--- config.mk ---
export PLATFORM = sky130hd
export DESIGN_NAME = shift_div_seq
export DESIGN_NICKNAME = d
export VERILOG_FILES = /design/src/rtl/shift_div_seq.sv
export SDC_FILE = /design/constraint.sdc
export NUM_CORES = 1
export LEC_CHECK = 0
export CAP_MARGIN = 40
export CORE_ASPECT_RATIO = 0.8
export CORE_MARGIN = 5
export CORE_UTILIZATION = 49
export CTS_BUF_LIST = sky130_fd_sc_hd__clkbuf_4 sky130_fd_sc_hd__clkbuf_8 sky130_fd_sc_hd__clkbuf_16
export CTS_CLUSTER_DIAMETER = 30
export DETAILED_ROUTE_END_ITERATION = 8
export GPL_TIMING_DRIVEN = 0
export HOLD_SLACK_MARGIN = 0.06
export PLACE_DENSITY_LB_ADDON = 0.05
export SYNTH_ARGS = -nofsm -noshare
export SYNTH_HDL_FRONTEND = slang
export SYNTH_SLANG_ARGS = --single-unit
--- constraint.sdc ---
create_clock -name clk -period 2.2 [get_ports clk]
set_input_delay 0.22 -clock clk [delete_from_list [all_inputs] [get_ports clk]]
set_output_delay 0.22 -clock clk [all_outputs]
set_load 0.01 [all_outputs]
--- src/rtl/shift_div_seq.sv ---
// -----------------------------------------------------------------------------
// shift_div_seq
//   Multi-cycle power-of-two divider built on a right-shift datapath.
//   Divides a WIDTH-bit operand by 2^k (k given at runtime, clamped to WIDTH).
//   Logical mode divides unsigned. Arithmetic mode divides signed with floor
//   rounding. The result is a quotient and a non-negative remainder.
//   The datapath moves at most STEP bit positions per clock.
//
// Ports
//   clk        system clock, rising edge
//   rst_n      asynchronous active-low reset
//   in_valid   operand presented
//   in_ready   block can accept an operand (registered)
//   data       dividend
//   shamt      shift distance k; values >= WIDTH clamp to WIDTH
//   arith      0 = logical (zero fill), 1 = arithmetic (sign fill, floor)
//   out_valid  result available
//   out_ready  consumer takes the result
//   q          quotient
//   rem        remainder, zero-extended
//   busy       high while an operation is in SHIFT or DONE
// -----------------------------------------------------------------------------
module shift_div_seq #(
  parameter int WIDTH = 8,
  parameter int STEP  = 2,
  parameter int SHW   = 4
) (
  input  logic             clk,
  input  logic             rst_n,
  input  logic             in_valid,
  output logic             in_ready,
  input  logic [WIDTH-1:0] data,
  input  logic [SHW-1:0]   shamt,
  input  logic             arith,
  output logic             out_valid,
  input  logic             out_ready,
  output logic [WIDTH-1:0] q,
  output logic [WIDTH-1:0] rem,
  output logic             busy
);

  // The counter and the position must both hold values from 0 to WIDTH.
  localparam int CW = $clog2(WIDTH + 1);
  localparam logic [CW-1:0] WIDTH_C = CW'(WIDTH);
  localparam logic [CW-1:0] STEP_C  = CW'(STEP);

  typedef enum logic [1:0] {IDLE, SHIFT, DONE} state_e;

  state_e           state_q, state_d;
  logic [CW-1:0]    cnt_q, cnt_d;      // shift positions still to apply
  logic [CW-1:0]    pos_q, pos_d;      // positions already shifted out
  logic [WIDTH-1:0] work_q, work_d;    // working register, becomes q
  logic [WIDTH-1:0] rem_q, rem_d;      // collected remainder bits
  logic             arith_q, arith_d;  // captured mode
  logic             in_ready_q, in_ready_d;

  logic             accept;
  logic [CW-1:0]    kc;                // clamped shift distance
  logic [CW-1:0]    step_sz;           // distance applied on this SHIFT edge
  logic [WIDTH-1:0] out_mask;          // selects the bits about to fall out

  // in_ready_q is only ever high in IDLE, so it alone qualifies acceptance.
  assign accept = in_valid && in_ready_q;

  always_comb begin
    if (32'(shamt) >= 32'(WIDTH)) kc = WIDTH_C;
    else                          kc = CW'(shamt);
  end

  assign step_sz  = (cnt_q < STEP_C) ? cnt_q : STEP_C;
  assign out_mask = ~({WIDTH{1'b1}} << step_sz);

  // ---------------------------------------------------------------------------
  // FSM: state register
  // ---------------------------------------------------------------------------
  // NOTE: sequential state uses non-blocking assignments so that every register
  // samples the pre-edge values of the others, independent of block order.
  always_ff @(posedge clk or negedge rst_n) begin
    if (!rst_n) begin
      state_q    <= IDLE;
      in_ready_q <= 1'b0;
    end else begin
      state_q    <= state_d;
      in_ready_q <= in_ready_d;
    end
  end

  // ---------------------------------------------------------------------------
  // FSM: next-state logic
  // ---------------------------------------------------------------------------
  // NOTE: every combinational output is given a default first, so no path
  // through the block leaves it unassigned and no latch is inferred.
  always_comb begin
    state_d = state_q;
    unique case (state_q)
      IDLE:  if (accept) state_d = (kc == '0) ? DONE : SHIFT;
      SHIFT: if (cnt_q <= STEP_C) state_d = DONE;
      DONE:  if (out_ready) state_d = IDLE;
      default: state_d = IDLE;
    endcase
    // Registered ready: high on the edge that lands in IDLE. This covers the
    // retire edge, and the acceptance edge drops it again.
    in_ready_d = (state_d == IDLE);
  end

  // ---------------------------------------------------------------------------
  // FSM: outputs
  // ---------------------------------------------------------------------------
  always_comb begin
    out_valid = (state_q == DONE);
    busy      = (state_q != IDLE);
  end

  assign in_ready = in_ready_q;
  assign q        = work_q;
  assign rem      = rem_q;

  // ---------------------------------------------------------------------------
  // Datapath
  // ---------------------------------------------------------------------------
  always_comb begin
    work_d  = work_q;
    rem_d   = rem_q;
    cnt_d   = cnt_q;
    pos_d   = pos_q;
    arith_d = arith_q;
    if (accept) begin
      work_d  = data;
      rem_d   = '0;
      cnt_d   = kc;
      pos_d   = '0;
      arith_d = arith;
    end else if (state_q == SHIFT) begin
      // In arithmetic mode the MSB of work_q is always the captured data MSB,
      // because every earlier step filled with that bit.
      if (arith_q) work_d = $signed(work_q) >>> step_sz;
      else         work_d = work_q >> step_sz;
      // The outgoing low bits go above those already collected, so the
      // remainder ends up equal to data[kc-1:0].
      rem_d = rem_q | ((work_q & out_mask) << pos_q);
      cnt_d = cnt_q - step_sz;
      pos_d = pos_q + step_sz;
    end
  end

  always_ff @(posedge clk or negedge rst_n) begin
    if (!rst_n) begin
      work_q  <= '0;
      rem_q   <= '0;
      cnt_q   <= '0;
      pos_q   <= '0;
      arith_q <= 1'b0;
    end else begin
      work_q  <= work_d;
      rem_q   <= rem_d;
      cnt_q   <= cnt_d;
      pos_q   <= pos_d;
      arith_q <= arith_d;
    end
  end

endmodule
# After elaboration in Yosys (flattened, before gate mapping)
# Cells that the tools add are included.
dict set report word_totals {
  regBits 28
  latch_bits 0
  ram_bits 0
  mem_bits_ro 0
  inputBits 17
  output_inout_bits 19
  elab_cells 43
  memories 0
}
dict set report classes {
  n_addsub 2
  mul 0
  n_div 0
  n_lt_le_gt_ge 3
  n_eq_ne 2
  shift 4
  muxes 16
  bitwise_logic 3
  n_reduce_logical 6
}
# op count
set op_table {}
lappend op_table {{two-way mux 8 bit} 5}
lappend op_table {{two-way mux 4 bit} 6}
lappend op_table {{AND 8 bit} 1}
lappend op_table {{two-way mux 2 bit} 4}
lappend op_table {{inverter 8 bit} 1}
lappend op_table {{bitwise OR 8 bit} 1}
lappend op_table {{<< shifter 8 x 4 -> 8 bit} 1}
lappend op_table {{<< shifter 8 x 4 -> 8 bit (first input constant)} 1}
lappend op_table {{right shift 8 x 4 -> 8 bit} 1}
lappend op_table {{>>> shifter 8 x 4 -> 8 bit} 1}
lappend op_table {{case mux 2 bit (3 select lines)} 1}
lappend op_table {{adder 4 bit} 1}
lappend op_table {{>= comparator 4 bit (second input constant)} 1}
lappend op_table {{less-or-equal comparator 4 x 2 -> 1 bit (second input constant)} 1}
lappend op_table {{zero test 2 bit} 2}
lappend op_table {{zero test 4 bit} 1}
lappend op_table {{< comparator 4 x 2 -> 1 bit (second input constant)} 1}
lappend op_table {{nonzero test 2 bit} 2}
lappend op_table {{subtractor 4 bit} 1}
lappend op_table {{== test 2 x 1 -> 1 bit (second input constant)} 1}
lappend op_table {{== test 2 bit (second input constant)} 1}
lappend op_table {{logical AND 1 bit} 1}

# Longest topological paths before layout
dict set report logic_depth {
  word_depth 9
  mapped_depth 8
  mapped_depth_nobuf 7
}

# Least setup slack after synthesis
# OpenSTA, ideal clock, no wires.
dict set report synth_timing {
  path_kind {flip-flop to flip-flop}
  from {reg cnt_q[2]}
  to {reg pos_q[1]}
  setup_time_ns 0.135
  t_arrival_ns 1.679
  t_required_ns 2.065
  path_slack_ns 0.385
  stages_incl_launch_ff 8
  n_path_buf 1
  synth_period_minus_slack_ns 1.815
  cell_sequence {dfrtp_1 -> buf_6 -> nor3_4 -> and2_2 -> ha_1 -> fa_1 -> nand2_1 -> a21oi_1}
}
dict set report synth_between {
  elab_chain_cells 5
}
# item line_no
set synth_lines {}
lappend synth_lines {{start, declared} 50} ;# logic [CW-1:0] cnt_q, cnt_d;
lappend synth_lines {{start signal, assigned} 156} ;# cnt_q <= cnt_d;
lappend synth_lines {{< comparator 4 x 2 -> 1 bit} 70} ;# assign step_sz = (cnt_q < STEP_C) ? cnt_q : STEP_C;
lappend synth_lines {{two-way mux 4 bit} 70}
lappend synth_lines {{adder 4 bit} 142} ;# pos_d = pos_q + step_sz;
lappend synth_lines {{two-way mux 4 bit} 133} ;# end else if (state_q == SHIFT) begin
lappend synth_lines {{two-way mux 4 bit} 127} ;# if (accept) begin
lappend synth_lines {{end signal, assigned} 157} ;# pos_q <= pos_d;
lappend synth_lines {{end, declared} 51} ;# logic [CW-1:0] pos_q, pos_d;
# Every way passes these cells. The select of a mux whose other input is x is not followed.
# A chain may end at the register's enable or synchronous reset.

# Worst setup path after layout
dict set report layout_timing {
  from {reg cnt_q[1]}
  to {reg pos_q[1]}
}
dict set report layout_between {
  elab_chain_cells 5
}
# item line_no
set layout_lines {}
lappend layout_lines {{< comparator 4 x 2 -> 1 bit} 70}
lappend layout_lines {{two-way mux 4 bit *} 70}
lappend layout_lines {{adder 4 bit *} 142}
lappend layout_lines {{two-way mux 4 bit *} 133}
lappend layout_lines {{two-way mux 4 bit *} 127}
# Mark *: on every way between the ends. The rest lies on a longest branch, timed or not. The select of a mux whose other input is x is not followed.

==> flow_metrics.env <==
export IMPL_hold_viol=0
export IMPL_clk_pin_slew_ns=0.09
export IMPL_clockBufferDepth=2
export IMPL_gp_congestion=0.833
export IMPL_multi_input_comb_area_um2=758
export IMPL_cts_made_buffers=3
export IMPL_final_cell_area_um2=2000
export IMPL_clkLatencyLatePin_ns=0.28
export IMPL_post_cts_buffers=0
export IMPL_p_int_uw=1540
export IMPL_rows=18
export IMPL_grt_overflow=0
export IMPL_yosys_area_top_type="dfrtp_1"
export IMPL_yosysWarnings=0
export IMPL_finalSetupViolCount=0
export IMPL_crit_path_end_kind="flop"
export IMPL_reg2reg_from="cnt_q[1]$_DFFE_PN0P_"
export IMPL_hpwl_mm=2.92
export IMPL_cts_tree="built"
export IMPL_startpoint_type="flop"
export IMPL_ir_drop_uv=848
export IMPL_combPwrFrac=0.511
export IMPL_first_global_vias=1311
export IMPL_rsz0062_at_grt="false"
export IMPL_routed_via_count=1361
export IMPL_drtIter0Drc=89
export IMPL_routedWlPerCell_um=15.9
export IMPL_dieArea_um2=4310
export IMPL_crit_path_end="pos_q[1]$_DFFE_PN0P_"
export IMPL_worst_ep_arrival_time_ns=2.20
export IMPL_power_switching_uw=1080
export IMPL_yosysSeqAreaShare=0.462
export IMPL_yosysMostFrequentCell="dfrtp_1"
export IMPL_max_slew_margin_rel=0.540
export IMPL_crit_required_ns=2.35
export IMPL_critPathLaunch="cnt_q[1]$_DFFE_PN0P_"
export IMPL_synth_top_cells_by_area="dfrtp_1, a21oi_1, nand2_1"
export IMPL_holdWs_ns=0.350
export IMPL_via_per_inst=5.77
export IMPL_wl_mm=3.76
export IMPL_start_util=0.498
export IMPL_cap_violations=0
export IMPL_fp_dieH_um=59.7
export IMPL_area_growth_pct=31.9
export IMPL_grt_first_pass_wirelength_mm=6.22
export IMPL_total_power_uw=2620
export IMPL_cp_max_fo=9
export IMPL_syn_area_per_cell_um2=9.71
export IMPL_grt_max_degree=17
export IMPL_postCtsResizedCells=0
export IMPL_antenna_found_initial=0
export IMPL_synth_flop_cell="dfrtp_1"
export IMPL_layout_nets=218
export IMPL_worstMarginPinSlew_ns=0.687
export IMPL_hold_path_class="in -> async"
export IMPL_detail_route_antenna_nets=0
export IMPL_io_buffers=35
export IMPL_power_density_nw_per_um2=1310
export IMPL_synth_edf_count=0
export IMPL_num_fill_cells=254
export IMPL_cts_htree_levels=1
export IMPL_drtPass1Iterations=4
export IMPL_cellLeakagePower_uw=0.000806
export IMPL_cts_root_buffer="clkbuf_8"
export IMPL_status="finished, final reports clean"
export IMPL_antenna_cells=0
export IMPL_rr_worst_depth=6
export IMPL_synth_nets=177
export IMPL_synth_cell_type_count=51
export IMPL_syn_inst=156
export IMPL_p_sw_frac=0.412
export IMPL_synthArstFlopShare=1.00
export IMPL_finClkSkew_ns=0.00150
export IMPL_rr_endpoint="pos_q[1]$_DFFE_PN0P_"
export IMPL_core_um2=3040
export IMPL_hold_buffers=0
export IMPL_r2r_slack_ns=0.15
export IMPL_drive_gt1_frac=0.107
export IMPL_io_pins=36
export IMPL_clock_fmax_mhz=489
export IMPL_seqPwrFrac=0.367
export IMPL_synth_seq_cells=28
export IMPL_pwr_share_clk=0.123
export IMPL_seqCellArea_um2=701
export IMPL_drc=0
export IMPL_tns_ns=0
export IMPL_fin_crit_sh=0.930
export IMPL_cts_sinks=28
export IMPL_die_w_um=72.2
export IMPL_grt_usage=0.189
export IMPL_post_dp_cell_area_um2=1940
export IMPL_synth_commonest_cells="dfrtp_1, nand2_1, a21oi_1"
export IMPL_worstSetupPathType="reg -> reg"
export IMPL_min_period_ns=2.05
export IMPL_syn_area_um2=1520
export IMPL_slew_violations=0
export IMPL_synth_top_area_frac=0.462
[worst max-delay path: stages (launching register included)]
cell and delay [ns]:
dfrtp_1 0.48, nor3_4 0.46, and2_2 0.24, ha_1 0.18, fa_1 0.42, nand2_1 0.07, a21oi_1 0.06
[worst min path at each step]
| stage | end | from | slack [ns] | cells after the start |
|---|---|---|---|---|
| floorplan | arith_q$_DFFE_PN0P_ | rst_n | -0.08 | 0 |
| global placement | rem[4]$_DFFE_PN0P_ | rem[4]$_DFFE_PN0P_ | 0.47 | 2 |
| detailed placement | rem[5]$_DFFE_PN0P_ | rem[5]$_DFFE_PN0P_ | 0.48 | 1 |
| CTS | q[3]$_DFFE_PN0P_ | rst_n | 0.37 | 1 |
| global route | q[3]$_DFFE_PN0P_ | rst_n | 0.42 | 1 |
| finish | q[3]$_DFFE_PN0P_ | rst_n | 0.35 | 1 |
[state kept, by name (all words and copies together), names as in the netlist]
register,cells
q,8
rem,8
cnt_q,4
pos_q,4
state_q,2
arith_q,1
in_ready,1
[per-stage QoR]
step	std cells	setup WS (ns)	util
after floorplan	156	0.385	-
after global placement	231	0.230	0.630
after detailed placement	232	0.188	0.639
after CTS	236	0.172	0.657
after global routing	236	0.0543	0.657
final	236	0.154	0.657
[placed cells by master (no fill, tap or decap), types with 2 or more instances in the layout]
cell             netlist  routed
inv_1                  3       3
nor3b_1                3       3
nor2_1                13      13
a32o_1                 4       4
xnor2_1                2       2
o21ai_0                9       9
a221o_2                2       2
dfrtp_1               28      28
o221a_1                2       2
clkdlybuf4s50_1        0      35
o22ai_1                2       2
nand2b_1               2       2
o311ai_0               2       2
clkbuf_8               0       4
a21oi_1               17      17
nand2_1               18      18
nor3_1                 2       2
nand3b_1               2       2
nand3_1                4       4
clkbuf_1               4       4
nand2_2                2       2
ha_1                   3       3
a211oi_1               2       2
[power groups by stage]
stage	logic (µW)	registers [µW]	clock network, µW
floorplan	763	977	0
global placement	1300	954	0
detailed placement	1340	967	0
CTS	1340	957	326
global route	1460	998	353
finish	1340	960	321
[per-layer routing]
metal,up-vias,global-route usage,share of wire
met1,653,0.254,0.46
met5,-,0,0
met2,51,0.301,0.45
li1,649,-,-
met3,8,0.0571,0.082
met4,0,0.0456,0.013
[area by class of cell]
| cell class | count | share of cell area |
|---|---|---|
| Multi-Input combinational cell | 117 | 0.379 |
| Sequential cell | 28 | 0.351 |
| Timing Repair Buffer | 36 | 0.189 |
| Clock buffer | 4 | 0.0276 |
| Tap cell | 40 | 0.0250 |
| Buffer | 7 | 0.0194 |
| Inverter | 4 | 0.00877 |
[cell families (layout without fill, tap and decap cells)]
family,Yosys count,in the layout,share of synthesized area
and+or+nand+nor,57,57,0.201
AOI/OAI and AO/OA,51,51,0.235
DFF,28,28,0.462
buffers and inverters,11,51,0.0372
adders and majority gates,4,4,0.0380
xor gates and xnor gates,3,3,0.0173
other,1,1,0.00247
muxes,1,1,0.00661
No activity file was read; power rests on OpenSTA's default activity.
